### config.mk
export PLATFORM = sky130hd
export DESIGN_NAME = draw_sequencer
export DESIGN_NICKNAME = d
export VERILOG_FILES = /design/src/rtl/draw_sequencer.sv
export SDC_FILE = /design/constraint.sdc
export NUM_CORES = 1
export LEC_CHECK = 0
export ABC_AREA = 1
export BUFFER_PORTS_ARGS = -buffer_cell sky130_fd_sc_hd__buf_2
export CAP_MARGIN = 30
export CORE_MARGIN = 4
export CORE_UTILIZATION = 30
export DETAILED_ROUTE_END_ITERATION = 12
export PLACE_DENSITY_LB_ADDON = 0.12
export REMOVE_ABC_BUFFERS = 1
export SETUP_SLACK_MARGIN = 0.5
export SYNTH_ARGS = -nofsm -noshare
export SYNTH_HDL_FRONTEND = slang
export SYNTH_SLANG_ARGS = --single-unit
### constraint.sdc
create_clock -name clk -period 1.2 [get_ports clk]
set_input_delay 0.12 -clock clk [delete_from_list [all_inputs] [get_ports clk]]
set_output_delay 0.12 -clock clk [all_outputs]
set_load 0.05 [all_outputs]
### src/rtl/draw_sequencer.sv
// Three-digit draw sequencer: captures digits on press, judges a triple
// match, and blinks the win light from the low-rate tick strobe.
module draw_sequencer #(
   parameter int sim         = 0,
   parameter int BLINK_TICKS = (sim != 0) ? 2 : 64
) (
   input  logic       clk,
   input  logic       resetIn,
   input  logic       press,
   input  logic [3:0] rand_val,
   input  logic       tick_in,
   output logic [3:0] d0,
   output logic [3:0] d1,
   output logic [3:0] d2,
   output logic [2:0] d_valid,
   output logic [1:0] draw_cnt,
   output logic       done,
   output logic       light_win
);

   typedef enum logic [2:0] {
      IDLE,
      HAVE1,
      HAVE2,
      JUDGE,
      DONE
   } state_e;

   localparam int CW = (BLINK_TICKS > 1) ? $clog2(BLINK_TICKS) : 1;
   localparam logic [CW-1:0] CNT_LAST = CW'(BLINK_TICKS - 1);

   state_e        state_q, state_d;
   logic [3:0]    d0_q, d0_d;
   logic [3:0]    d1_q, d1_d;
   logic [3:0]    d2_q, d2_d;
   logic [2:0]    dv_q, dv_d;
   logic [1:0]    cnt_q, cnt_d;
   logic          done_q, done_d;
   logic          win_q, win_d;
   logic          light_q, light_d;
   logic [CW-1:0] blink_q, blink_d;
   logic [3:0]    digit;
   logic          match;

   // Codes 10-15 fold back onto 0-5 so every stored digit is decimal.
   assign digit = (rand_val <= 4'd9) ? rand_val : rand_val - 4'd10;
   assign match = (d0_q == d1_q) && (d1_q == d2_q);

   always_comb begin
      state_d = state_q;
      d0_d    = d0_q;
      d1_d    = d1_q;
      d2_d    = d2_q;
      dv_d    = dv_q;
      cnt_d   = cnt_q;
      win_d   = win_q;
      light_d = light_q;
      blink_d = blink_q;
      unique case (state_q)
         IDLE, DONE: begin
            if (press) begin
               state_d = HAVE1;
               d0_d    = digit;
               d1_d    = 4'd0;
               d2_d    = 4'd0;
               dv_d    = 3'b001;
               cnt_d   = 2'd1;
               win_d   = 1'b0;
               light_d = 1'b0;
               blink_d = '0;
            end else if (state_q == DONE && win_q && tick_in) begin
               if (blink_q == CNT_LAST) begin
                  blink_d = '0;
                  light_d = ~light_q;
               end else begin
                  blink_d = blink_q + 1'b1;
               end
            end
         end
         HAVE1: begin
            if (press) begin
               state_d = HAVE2;
               d1_d    = digit;
               dv_d    = 3'b011;
               cnt_d   = 2'd2;
            end
         end
         HAVE2: begin
            if (press) begin
               state_d = JUDGE;
               d2_d    = digit;
               dv_d    = 3'b111;
               cnt_d   = 2'd3;
            end
         end
         JUDGE: begin
            state_d = DONE;
            win_d   = match;
            light_d = match;
            blink_d = '0;
         end
         default: state_d = IDLE;
      endcase
      done_d = (state_d == DONE);
   end

   always_ff @(posedge clk) begin
      if (!resetIn) begin
         state_q <= IDLE;
         d0_q    <= 4'd0;
         d1_q    <= 4'd0;
         d2_q    <= 4'd0;
         dv_q    <= 3'b000;
         cnt_q   <= 2'd0;
         done_q  <= 1'b0;
         win_q   <= 1'b0;
         light_q <= 1'b0;
         blink_q <= '0;
      end else begin
         state_q <= state_d;
         d0_q    <= d0_d;
         d1_q    <= d1_d;
         d2_q    <= d2_d;
         dv_q    <= dv_d;
         cnt_q   <= cnt_d;
         done_q  <= done_d;
         win_q   <= win_d;
         light_q <= light_d;
         blink_q <= blink_d;
      end
   end

   assign d0        = d0_q;
   assign d1        = d1_q;
   assign d2        = d2_q;
   assign d_valid   = dv_q;
   assign draw_cnt  = cnt_q;
   assign done      = done_q;
   assign light_win = light_q;

endmodule

==> impl_metrics.tcl <==
set metrics [dict create \
    clock.fmax_mhz 781 \
    stdcell_count 315 \
    crit_path_top_delay_cell "dfxtp_4" \
    hold_class "in2reg" \
    num_antenna_cells 0 \
    layout_commonest_cell "nand2_1" \
    dp_cells 301 \
    antenna_found_initial 0 \
    power_frac_comb 0.289 \
    drt_first_iter_violations 69 \
    slowest_delay_ns 0.37 \
    yosys_warnings 0 \
    slew_headroom 0.788 \
    mostFrequentLayoutCells "nand2_1, inv_1, buf_4, nor2_1, buf_8" \
    h-tree-depth 1 \
    firstDrtPassIters 4 \
    r2r-start "state_q[0]" \
    drtAntennaViolNets 0 \
    io_pins 27 \
    clk_pin_slew_ns 0.10 \
    cts_tree "built" \
    fin_crit_ns 1.28 \
    finalWirelength_um 3970 \
    cap_viol_max_count 0 \
    path_cells "nand3b_1 -> nor2_4 -> nor2_4 -> nand2_1 -> a21oi_2" \
    maxSlewViolCount 0 \
    hold_ws_ns 0.0957 \
    start_kind "flop" \
    p_leak_nw 0.966 \
    synth_cell_type_count 18 \
    reg2reg_slack_ns -0.08 \
    cts_buffers 3 \
    initial_core_util 0.318 \
    postCtsHoldBufs 0 \
    grt_pass1_wl_um 6600 \
    grt.total_usage 0.137 \
    critical_path_peak_fanout 7 \
    multi_input_area_um2 925 \
    p_int_mw 1.70 \
    hold_viol 0 \
    required_ns 1.38 \
    grt_max_degree 17 \
    core_um2 4440 \
    critPathTopFamily "simple AND/OR/NAND/NOR gates" \
    p_sw_mw 0.798 \
    dp_hpwl_um 2780 \
    fillerInstances 452 \
    setup_viol 13 \
    dieArea_um2 5870 \
    gr-total-overflow 0 \
    min_to "d1[0]" \
    worstHoldPathCells 3 \
    worstSetupEndpointType "flop" \
    port_buffers 26 \
    grt_pass1_vias 1400 \
    skew_ns 0.00429 \
    synth_seq_cells 28 \
    worstPathArrival_ns 1.46 \
    layout.nets 274 \
    min_from "rand_val[0]" \
    violations "setup timing" \
    syn_inst 210 \
    root_buffer "clkbuf_8" \
    status "finished, violations left" \
    synth_seq_area_share 0.397 \
    period_share 1.07 \
    routed_via_density 4.73 \
    grt_setup_unrepaired "yes" \
    drive_gt1_frac 0.506 \
    place_ws_ns -0.0632 \
    seq_power_share 0.410 \
    critical_path_class "reg2reg" \
    critPathBufInv 0 \
    rows 24 \
    regArea_um2 627 \
    switching_share 0.320 \
    post-route-drc-count 0 \
    avgSynthCellArea_um2 6.72 \
    syn_area_um2 1410 \
    vias 1491 \
    fp.dieW_um 76.6 \
    crit_top_cell "nor2_4" \
    fin_ws_ns -0.0800 \
    irDropWorstVdd_v 0.000633 \
    insertion_delay_ns 0.28 \
    cts.sinks 28 \
    power_density_nw_per_um2 1070 \
    area.growth.synth_to_final_pct 65.6 \
    tightestPinTransition_ns 0.318 \
    dieHeight_um 76.6 \
    reg2reg_to "d2[1]" \
    wire_per_inst_um 12.6 \
    rr_worst_depth 5 \
    clock_path_buffers 2 \
    pwr-share-clk 0.301 \
    finalWeightedCongestion 0.836 \
]
## power by group through the flow
stage	registers (mW)	clock network [mW]	logic [mW]
after floorplan	1.17	0	0.235
after global placement	1.04	0	0.533
after detailed placement	1.04	0	0.533
after CTS	1.03	0.778	0.628
after global routing	1.03	0.813	0.780
final	1.02	0.753	0.721
## cell type report
class,instances,share of cell area
Clock inverter,1,0.0128
Sequential cell,28,0.268
Multi-Input combinational cell,149,0.396
Inverter,30,0.0509
Timing Repair Buffer,52,0.227
Clock buffer,3,0.0177
Tap cell,52,0.0278
## per-stage QoR
step | TNS (ns) | utilization | instance area [um^2] | total power [mW]
3_5_place_dp | -0.764 | 0.385 | 1710 | 1.57
3_3_place_gp | -0.700 | 0.385 | 1710 | 1.57
6_report | -0.460 | 0.526 | 2340 | 2.50
2_1_floorplan | -0.174 | - | 1400 | 1.41
5_1_grt | -1.77 | 0.526 | 2340 | 2.63
4_1_cts | -0.105 | 0.467 | 2080 | 2.44
## cells in the mapped netlist, drive strengths merged
| cell type | number | share of area |
|---|---|---|
| o21bai | 1 | 0.0080 |
| nand3 | 13 | 0.046 |
| nor2 | 35 | 0.12 |
| clkbuf | 2 | 0.0053 |
| clkinv | 1 | 0.0027 |
| buf | 1 | 0.0053 |
| nand2 | 58 | 0.18 |
| dfxtp | 28 | 0.40 |
| nand3b | 1 | 0.0053 |
| o21ai | 9 | 0.032 |
| a21oi | 25 | 0.089 |
| o31ai | 1 | 0.0053 |
| ha | 2 | 0.018 |
| nand4 | 4 | 0.018 |
| inv | 29 | 0.077 |
## per-layer routing
metal / global-route usage / share of wire
met1: 0.193 / 0.51
met2: 0.208 / 0.45
met3: 0.0307 / 0.036
met4: 0.0380 / 0.010
met5: 0 / 0
## logic make-up (layout without fill, tap and decap cells)
logic type               Yosys count  count (layout)  share of synthesized area
buffers and inverters             33              86                     0.0904
flip-flops                        28              28                      0.397
AO/OA/AOI/OAI                     36              36                      0.134
AND/OR/NAND/NOR                  111             111                      0.361
adder cells (fa/ha/maj)            2               2                     0.0177
## state kept, by name, summed over array words and instances (netlist names), 3 cells and up
signal   cells
d1           4
d_valid      3
d0           4
state_q      3
d2           4
blink_q      6
## worst max-delay path by stage
stage / startpoint / endpoint / slack (ns) / cells past startpoint
after floorplan: d_valid[1] / d_valid[1] / -0.07 / 4
after detailed placement: state_q[1] / blink_q[4] / -0.06 / 7
after global routing: state_q[0] / d2[1] / -0.15 / 5
after CTS: state_q[0] / blink_q[4] / -0.02 / 6
after global placement: state_q[1] / blink_q[4] / -0.06 / 7
final: state_q[0] / d2[1] / -0.08 / 5
## repair_timing
| item | in CTS | in global routing |
|---|---|---|
| setup buffers | 3 | 7 |
| setup endpoints to repair | 47 | 47 |
| pin swaps | 1 | 24 |
| resized for setup | 96 | 61 |
## worst min-delay path, delay by kind of cell
| family | cells | cell delay [ns] |
|---|---|---|
| buf+inv | 1 | 0.11 |
| simple gates | 1 | 0.06 |
| compound gates | 1 | 0.05 |
Note: power is estimated with default switching activity, not from simulation.
